[src/rtl/hex_text_overlay_if.sv]
// hex_text_overlay host write port.
// The host (master) writes hex digits into the overlay buffer (slave).
interface hex_text_overlay_if;
  logic       wr_en;
  logic [5:0] wr_addr;
  logic [3:0] wr_data;

  modport master (
    output wr_en,
    output wr_addr,
    output wr_data
  );

  modport slave (
    input wr_en,
    input wr_addr,
    input wr_data
  );
endinterface

[src/rtl/hex_text_overlay.sv]
// hex_text_overlay: hex digit grid overlay driven by the 5x7 font engine.
// Define HEX_OVL_SHADOW_EN for a shadow buffer committed on vsync rise.
module hex_text_overlay #(
  parameter int          ROWS   = 4,
  parameter int          COLS   = 16,
  parameter int          COL0   = 2,
  parameter int          ROW0   = 2,
  parameter logic [11:0] FG_RGB = 12'hFFF,
  parameter logic [11:0] BG_RGB = 12'h000
) (
  input  logic              clk,
  input  logic              reset,
  input  logic              blank,
  input  logic              hsync,
  input  logic              vsync,
  input  logic [6:0]        char_x,
  input  logic [6:0]        char_y,
  input  logic [15:0]       char_data,
  hex_text_overlay_if.slave wr,
  output logic [11:0]       vga_rgb,
  output logic              vga_hs,
  output logic              vga_vs,
  output logic              vga_blank
);

  localparam int N = ROWS * COLS;
  localparam int IDXW = (N > 1) ? $clog2(N) : 1;
  localparam logic [6:0] NCELL = 7'(N);
  localparam logic [6:0] ROWS7 = 7'(ROWS);
  localparam logic [6:0] COLS7 = 7'(COLS);
  localparam logic [6:0] ROW07 = 7'(ROW0);
  localparam logic [6:0] COL07 = 7'(COL0);

  typedef struct packed {
    logic [6:0] cx;
    logic [6:0] cy;
    logic       blank;
    logic       hs;
    logic       vs;
  } s1_t;

  typedef struct packed {
    logic blank;
    logic hs;
    logic vs;
  } s2_t;

  typedef struct packed {
    logic [11:0] rgb;
    logic        blank;
    logic        hs;
    logic        vs;
  } out_t;

  s1_t  s1_d, s1_q;
  s2_t  s2_d, s2_q;
  out_t out_d, out_q;

  logic [3:0] disp_d [N];
  logic [3:0] disp_q [N];

  logic            wr_hit;
  logic [IDXW-1:0] wa;

  logic [6:0]      row;
  logic [6:0]      col;
  logic            in_win;
  logic [IDXW-1:0] idx;
  logic [3:0]      digit;
  logic            lit;

  assign wr_hit = wr.wr_en && ({1'b0, wr.wr_addr} < NCELL);
  assign wa     = wr.wr_addr[IDXW-1:0];

`ifdef HEX_OVL_SHADOW_EN
  logic [3:0] shad_d [N];
  logic [3:0] shad_q [N];
  logic       commit;

  // s1_q.vs is vsync one cycle ago, so this fires once per rising edge
  assign commit = vsync && !s1_q.vs;

  // Host writes land in shad; disp takes the pre-write shad at commit
  always_comb begin
    shad_d = shad_q;
    disp_d = disp_q;
    if (commit) disp_d = shad_q;
    if (wr_hit) shad_d[wa] = wr.wr_data;
  end

  // Shadow buffer storage
  always_ff @(posedge clk) begin
    if (reset) shad_q <= '{default: '0};
    else       shad_q <= shad_d;
  end
`else
  // Host writes go straight to the displayed buffer
  always_comb begin
    disp_d = disp_q;
    if (wr_hit) disp_d[wa] = wr.wr_data;
  end
`endif

  // Displayed digit storage
  always_ff @(posedge clk) begin
    if (reset) disp_q <= '{default: '0};
    else       disp_q <= disp_d;
  end

  // Stage 1: align coordinates with the engine, delay raw timing once
  always_comb begin
    s1_d.cx    = char_x;
    s1_d.cy    = char_y;
    s1_d.blank = blank;
    s1_d.hs    = hsync;
    s1_d.vs    = vsync;
  end

  // Stage 2 timing: coordinates are consumed combinationally here
  always_comb begin
    s2_d.blank = s1_q.blank;
    s2_d.hs    = s1_q.hs;
    s2_d.vs    = s1_q.vs;
  end

  // Window test wraps below origin; digit lookup and glyph bit select
  always_comb begin
    row    = s1_q.cy - ROW07;
    col    = s1_q.cx - COL07;
    in_win = (col < COLS7) && (row < ROWS7);
    idx    = IDXW'(row) * IDXW'(COLS) + IDXW'(col);
    digit  = in_win ? disp_q[idx] : 4'd0;
    lit    = char_data[digit];
  end

  // Stage 3: pixel colour with timing registered in parallel
  always_comb begin
    out_d.blank = s2_q.blank;
    out_d.hs    = s2_q.hs;
    out_d.vs    = s2_q.vs;
    out_d.rgb   = 12'h000;
    if (!s2_q.blank && in_win)
      out_d.rgb = lit ? FG_RGB : BG_RGB;
  end

  // Pipeline registers
  always_ff @(posedge clk) begin
    if (reset) begin
      s1_q  <= '0;
      s2_q  <= '0;
      out_q <= '0;
    end else begin
      s1_q  <= s1_d;
      s2_q  <= s2_d;
      out_q <= out_d;
    end
  end

  assign vga_rgb   = out_q.rgb;
  assign vga_hs    = out_q.hs;
  assign vga_vs    = out_q.vs;
  assign vga_blank = out_q.blank;

endmodule

[src/flat_wrapper.sv]
// flat-port wrapper written by rule: the top's interface ports become plain ports
module hex_text_overlay_flat 
#(
  parameter int          ROWS   = 4,
  parameter int          COLS   = 16,
  parameter int          COL0   = 2,
  parameter int          ROW0   = 2,
  parameter logic [11:0] FG_RGB = 12'hFFF,
  parameter logic [11:0] BG_RGB = 12'h000
)
  (clk, reset, blank, hsync, vsync, char_x, char_y, char_data, vga_rgb, vga_hs, vga_vs, vga_blank, wr_wr_en, wr_wr_addr, wr_wr_data);
  hex_text_overlay_if wr_i ();
  input  logic clk;
  input  logic reset;
  input  logic blank;
  input  logic hsync;
  input  logic vsync;
  input  logic [6:0] char_x;
  input  logic [6:0] char_y;
  input  logic [15:0] char_data;
  output logic [11:0] vga_rgb;
  output logic vga_hs;
  output logic vga_vs;
  output logic vga_blank;
  input wire logic [$bits(wr_i.wr_en)-1:0] wr_wr_en;
  input wire logic [$bits(wr_i.wr_addr)-1:0] wr_wr_addr;
  input wire logic [$bits(wr_i.wr_data)-1:0] wr_wr_data;
  assign wr_i.wr_en = wr_wr_en;
  assign wr_i.wr_addr = wr_wr_addr;
  assign wr_i.wr_data = wr_wr_data;
  hex_text_overlay #(.ROWS(ROWS), .COLS(COLS), .COL0(COL0), .ROW0(ROW0), .FG_RGB(FG_RGB), .BG_RGB(BG_RGB)) u_core (.clk(clk), .reset(reset), .blank(blank), .hsync(hsync), .vsync(vsync), .char_x(char_x), .char_y(char_y), .char_data(char_data), .wr(wr_i), .vga_rgb(vga_rgb), .vga_hs(vga_hs), .vga_vs(vga_vs), .vga_blank(vga_blank));
endmodule
[config.mk]
export PLATFORM = sky130hd
export DESIGN_NAME = hex_text_overlay_flat
export DESIGN_NICKNAME = d
export VERILOG_FILES = /design/src/rtl/hex_text_overlay_if.sv /design/src/rtl/hex_text_overlay.sv /design/src/flat_wrapper.sv
export SDC_FILE = /design/constraint.sdc
export NUM_CORES = 1
export LEC_CHECK = 0
export ABC_CLOCK_PERIOD_IN_PS = 3900
export CAP_MARGIN = 10
export CORE_UTILIZATION = 30
export DETAILED_ROUTE_END_ITERATION = 12
export DONT_BUFFER_PORTS = 1
export PLACE_DENSITY = 0.4
export SETUP_SLACK_MARGIN = 0.05
export SKIP_LAST_GASP = 1
export SLEW_MARGIN = 5
export SYNTH_ARGS = -nofsm -noshare
export SYNTH_HDL_FRONTEND = slang
export SYNTH_SLANG_ARGS = --single-unit
[constraint.sdc]
create_clock -name clk -period 3.9 [get_ports clk]
set_clock_uncertainty 0.2 [all_clocks]
set_input_delay 0.195 -clock clk [delete_from_list [all_inputs] [get_ports clk]]
set_output_delay 0.195 -clock clk [all_outputs]
set_load 0.02 [all_outputs]
# Yosys cells after proc, flatten, opt, wreduce, memory -nomap -nowiden
# Cells that the tools add are included.
[op_classes]
n_addsub = 3
order_cmp = 6
mux = 10
bitwise = 3
reduce_logical = 5
[ops]
columns = ["op", "count"]
rows = [
  ["$bwmux W256", 1],
  ["$bmux W4 S6", 1],
  ["$demux W4 S6", 1],
  ["$mux W4", 4],
  ["$ge A7 B7 Y1 const B", 2],
  ["$not A6 Y7", 2],
  ["$sub A7 B2 Y7 const B", 2],
  ["$mux W12", 1],
  ["$lt A7 B1 Y1 const B", 1],
  ["$lt A7 B3 Y1 const B", 1],
  ["$lt A7 B5 Y1 const B", 1],
  ["$add A6 B6 Y6", 1],
  ["$lt A4 B5 Y1 const B", 1],
  ["$bmux W1 S4", 1],
  ["$logic_and A1 B1 Y1", 3],
  ["$reduce_or A2 Y1", 1],
  ["$logic_not A1 Y1", 1],
  ["$mux W1", 1],
  ["$not A1 Y1", 1],
]
[totals]
reg_bits = 291
out_inout_bits = 15
elab_cells = 103

# Depth between registers and ports, before layout
[depth]
ltp_word = 10
depth_mapped = 15
depth_no_buf = 12

# Worst setup path before layout
# No wires, ideal clock.
[synth_path]
kind = "flip-flop to flip-flop"
from = "register u_core.s1_q[11] (netlist name)"
to = "register u_core.out_q (netlist bit u_core.vga_rgb[10])"
setup_time_ps = 117
arrival_ps = 2985
required_time_ps = 3583
setup_slack_ps = 599
stages_incl_launch_ff = 15
path_buffers = 3
path_cell_list = "dfxtp_1 -> buf_4 -> inv_2 -> ha_1 -> xor2_2 -> buf_6 -> mux4_2 -> mux4_2 -> nor3_1 -> a2111o_1 -> buf_4 -> mux2i_1 -> o221ai_1 -> o22ai_1 -> nor2_1"
[synth_between]
elab_chain_len = 10
[synth_rtl]
columns = ["item", "line", "rtl"]
rows = [
  ["start, declared", "hex_text_overlay.sv:55", "s1_t s1_d, s1_q;"],
  ["start signal, assigned", "hex_text_overlay.sv:149", "s1_q <= '0;"],
  ["start signal, assigned", "hex_text_overlay.sv:153", "s1_q <= s1_d;"],
  ["$sub A7 B2 Y7 *", "hex_text_overlay.sv:129", "col = s1_q.cx - COL07;"],
  ["$add A6 B6 Y6", "hex_text_overlay.sv:131", "idx = IDXW'(row) * IDXW'(COLS) + IDXW'(col);"],
  ["$not A6 Y7 (implied by the code)", "hex_text_overlay.sv:132", "digit = in_win ? disp_q[idx] : 4'd0;"],
  ["$bmux W4 S6", "hex_text_overlay.sv:132", ""],
  ["$mux W4 (implied by the code) (2 in series)", "hex_text_overlay.sv:132", ""],
  ["$mux W4", "hex_text_overlay.sv:132", ""],
  ["$bmux W1 S4", "hex_text_overlay.sv:133", "lit = char_data[digit];"],
  ["$mux W1 (implied by the code)", "hex_text_overlay.sv:133", ""],
  ["$mux W12", "hex_text_overlay.sv:143", "out_d.rgb = lit ? FG_RGB : BG_RGB;"],
  ["end signal, assigned", "hex_text_overlay.sv:155", "out_q <= out_d;"],
  ["end, declared", "hex_text_overlay.sv:57", "out_t out_d, out_q;"],
]
# Every way passes the cells marked *; elsewhere a longest branch is shown, timed or not. The select of a mux whose other input is x is not followed.
# A chain may end at the register's enable or synchronous reset.

# Worst setup path after layout
[layout_path]
from = "register u_core.s1_q[13] (netlist name)"
to = "register u_core.out_q (netlist bit u_core.vga_rgb[10])"
# Same word-level chain as after synthesis.

==> run metrics <==
status finished, violations left; violated checks negative hold slack; Root Buffer clkbuf_16; met2 WL 19800 µm; largest net degree at the start of global routing 201; commonest non-fill, non-tap cells in the layout dfxtp_1 (277), nand2_1 (179), nor2_1 (177), mux2i_1 (151), a21oi_1 (131); TritonCTS Buffers 34; post-synth cell types 51; initial antenna violation count 0; number of synthesized flops with an enable pin 0; leak pwr 5.29 nW; post-synth top area share 44.2%; Crit. Startpoint u_core.s1_q[13]$_SDFF_PP0_; largest cells by area after synthesis dfxtp_1 (44%), mux2i_1 (12%), mux4_2 (12%); routed length per instance 21.1 µm; Synth-to-Final Area Change 22.3%; kind of critical path reg -> reg; # rows 74; Worst Path Arrival 3760 ps; pre-CTS WS 414 ps; hpwl dp 23200 µm; 1st-iter DRT viols 768; Max IR drop VDD 0.212 mV; clock sinks 280; origin of the critical flop-to-flop path u_core.s1_q[13]$_SDFF_PP0_; TNS Setup 0 ps; ANT nets after route 0; Synth Area in Simple Gates 17.7%; Mapped Nets 1400; core area 41300 µm²; DIE HEIGHT 208 µm; Die Wd 208 µm; Max Fclk 282 MHz; GP Congestion 0.757; YS warnings 0; largest family of logic cells by synthesized area multiplexers; Tmin final 3540 ps; final setup margin 356 ps; Critical Path RT 4110 ps; Max FO, Critical Path 11; Cells after Synth 1351; Critical Path Sink Type flop; R2R setup slack 360 ps; commonest non-fill, non-tap cell in the layout dfxtp_1; first-pass GRT wire length 64200 µm; crit path launch type flop; post-synthesis compound-gate area fraction 7.85%; Clk pin slew, worst setup/hold paths 50 ps; Tot GR Track Use 19.4%; Final Net Count 1465; worst min path class in -> reg; period utilization 90.9%; Yosys top cell by area dfxtp_1; Yosys reg bits 280; ant diodes 0; DR top layer met4; Filler Cell Count 4161; WL met3 1850 µm; max cap viols 0; Skew-Pair Late Insertion Delay 530 ps; WL met1 18900 µm; Slew Limit Fails 0; I/O Buffers 0; First-pass DRT Iterations 5; vias per cell 5.22; die area 43100 µm²; Post-Synth Adder-Cell Area 0.296%; power density cells 419 nW/µm²; CTS H-tree lvls 2; netlist area before placement 12700 µm²; Synth async-reset ratio 0%; Final Hold Slack -109 ps; Post-synth top flop dfxtp_1; vias in the first global route 10300; xor/xnor share of the synthesized area 0.651%; Setup-failing EPs final 0; Slew headroom 15.5%; hold path start reset; I/O pin total 61; Worst-Margin Slew 1270 ps; unrepaired setup endpoints after global routing no; total global routing overflow 0; Final Hold Viols 4; syn_area_per_cell 9.39 µm²; share of cells above drive strength 1 11.6%; Gates resized, CTS repair 0; proportion of synthesized area in mux cells 24.3%; clk buf depth 3; sequential fraction of the synthesis area 44.2%; drt drc 0; Detailed Route WL 41500 µm; TritonCTS clock tree built; initial core utilization 30.7%; vias 10300
## flip-flops by register name, indices dropped and copies added, names as in the netlist
register	count
u_core.vga_vs	1
u_core.out_d	3
u_core.s1_q	17
u_core.vga_hs	1
u_core.vga_blank	1
u_core.disp_q	256
u_core.vga_rgb	1
## per-layer routing
metal | up-vias | GRT usage [%]
met5 | - | 0
met4 | 0 | 6.28
met3 | 59 | 2.77
met2 | 256 | 32.4
met1 | 5137 | 25.8
li1 | 4828 | -
## through the flow
step | instances | total power [W] | utilization, % | hold WS, ps | instance area, µm²
finish | 1969 | 0.00650 | 37.6 | -109 | 15500
global route | 1969 | 0.00674 | 37.6 | 51.0 | 15500
CTS | 1969 | 0.00659 | 37.6 | 1.90 | 15500
detailed placement | 1784 | 0.00330 | 31.6 | 93.8 | 13100
global placement | 1784 | 0.00330 | 31.6 | 94.9 | 13100
floorplan | 1351 | 0.00327 | - | 123 | 12700
## Yosys cell counts, types with 2 or more instances
cell type / count
dfxtp_1: 280
nor2_1: 181
nand2_1: 179
mux2i_1: 151
a21oi_1: 131
nand3_1: 107
clkbuf_1: 85
mux4_2: 65
o21ai_0: 35
nor2b_1: 25
buf_1: 16
buf_4: 16
buf_6: 7
nor3_1: 7
inv_1: 4
mux4_1: 4
nand2b_1: 4
a31oi_1: 3
buf_2: 3
ha_1: 3
nor3b_1: 3
or2_2: 3
xor2_1: 3
a221oi_1: 2
a22oi_1: 2
and3b_1: 2
o2111a_1: 2
o221ai_1: 2
o22ai_1: 2
or3b_2: 2
xnor2_1: 2
## area by class of cell
type                    instances  area [µm²]  area share (%)
multi-input cells             937        6470            41.7
well taps                     532         666            4.29
clock inverters                 3        20.0           0.129
inverters                       6        22.5           0.145
flip-flops and latches        280        5610            36.2
repair buffers                157        1660            10.7
clock buffers                  54        1070            6.89
## worst paths after layout
path | to | cells past startpoint
setup / recovery | u_core.vga_rgb[10]$_SDFF_PP0_ | 13
hold / removal | u_core.disp_q[208]$_SDFFE_PP0P_ | 2
setup reg to reg | u_core.vga_rgb[10]$_SDFF_PP0_ | 13
hold reg to reg | u_core.disp_q[12]$_SDFFE_PP0P_ | 2
## worst max-delay path: stages, from the launching register on
cell      delay (ps)
dfxtp_1          360
nor3_1           230
xor2_1           240
ha_1             190
xnor3_1          220
xnor2_1          130
buf_4            200
a41oi_1          190
a31oi_1          120
a2111o_1         660
mux2i_1          260
o221ai_1         180
o22ai_1          190
nor2_1            60
## repair_timing
action                    CTS  global route
hold buffers              128             0
hold endpoints to repair  280             0
buffers inserted            0             0
## power by group
part	internal, W	leakage, nW	switching, W
Clock	0.00187	0.528	0.00125
Combinational	0.000185	2.50	0.000297
Sequential	0.00288	2.26	0.0000180
## logic make-up after synthesis
family / count (synthesis)
muxes: 220
adders and majority gates: 3
xor gates and xnor gates: 7
buffers and inverters: 134
and+or+nand+nor: 522
DFF: 280
AOI/OAI and AO/OA: 185
Power figures use the tool's default switching activity.
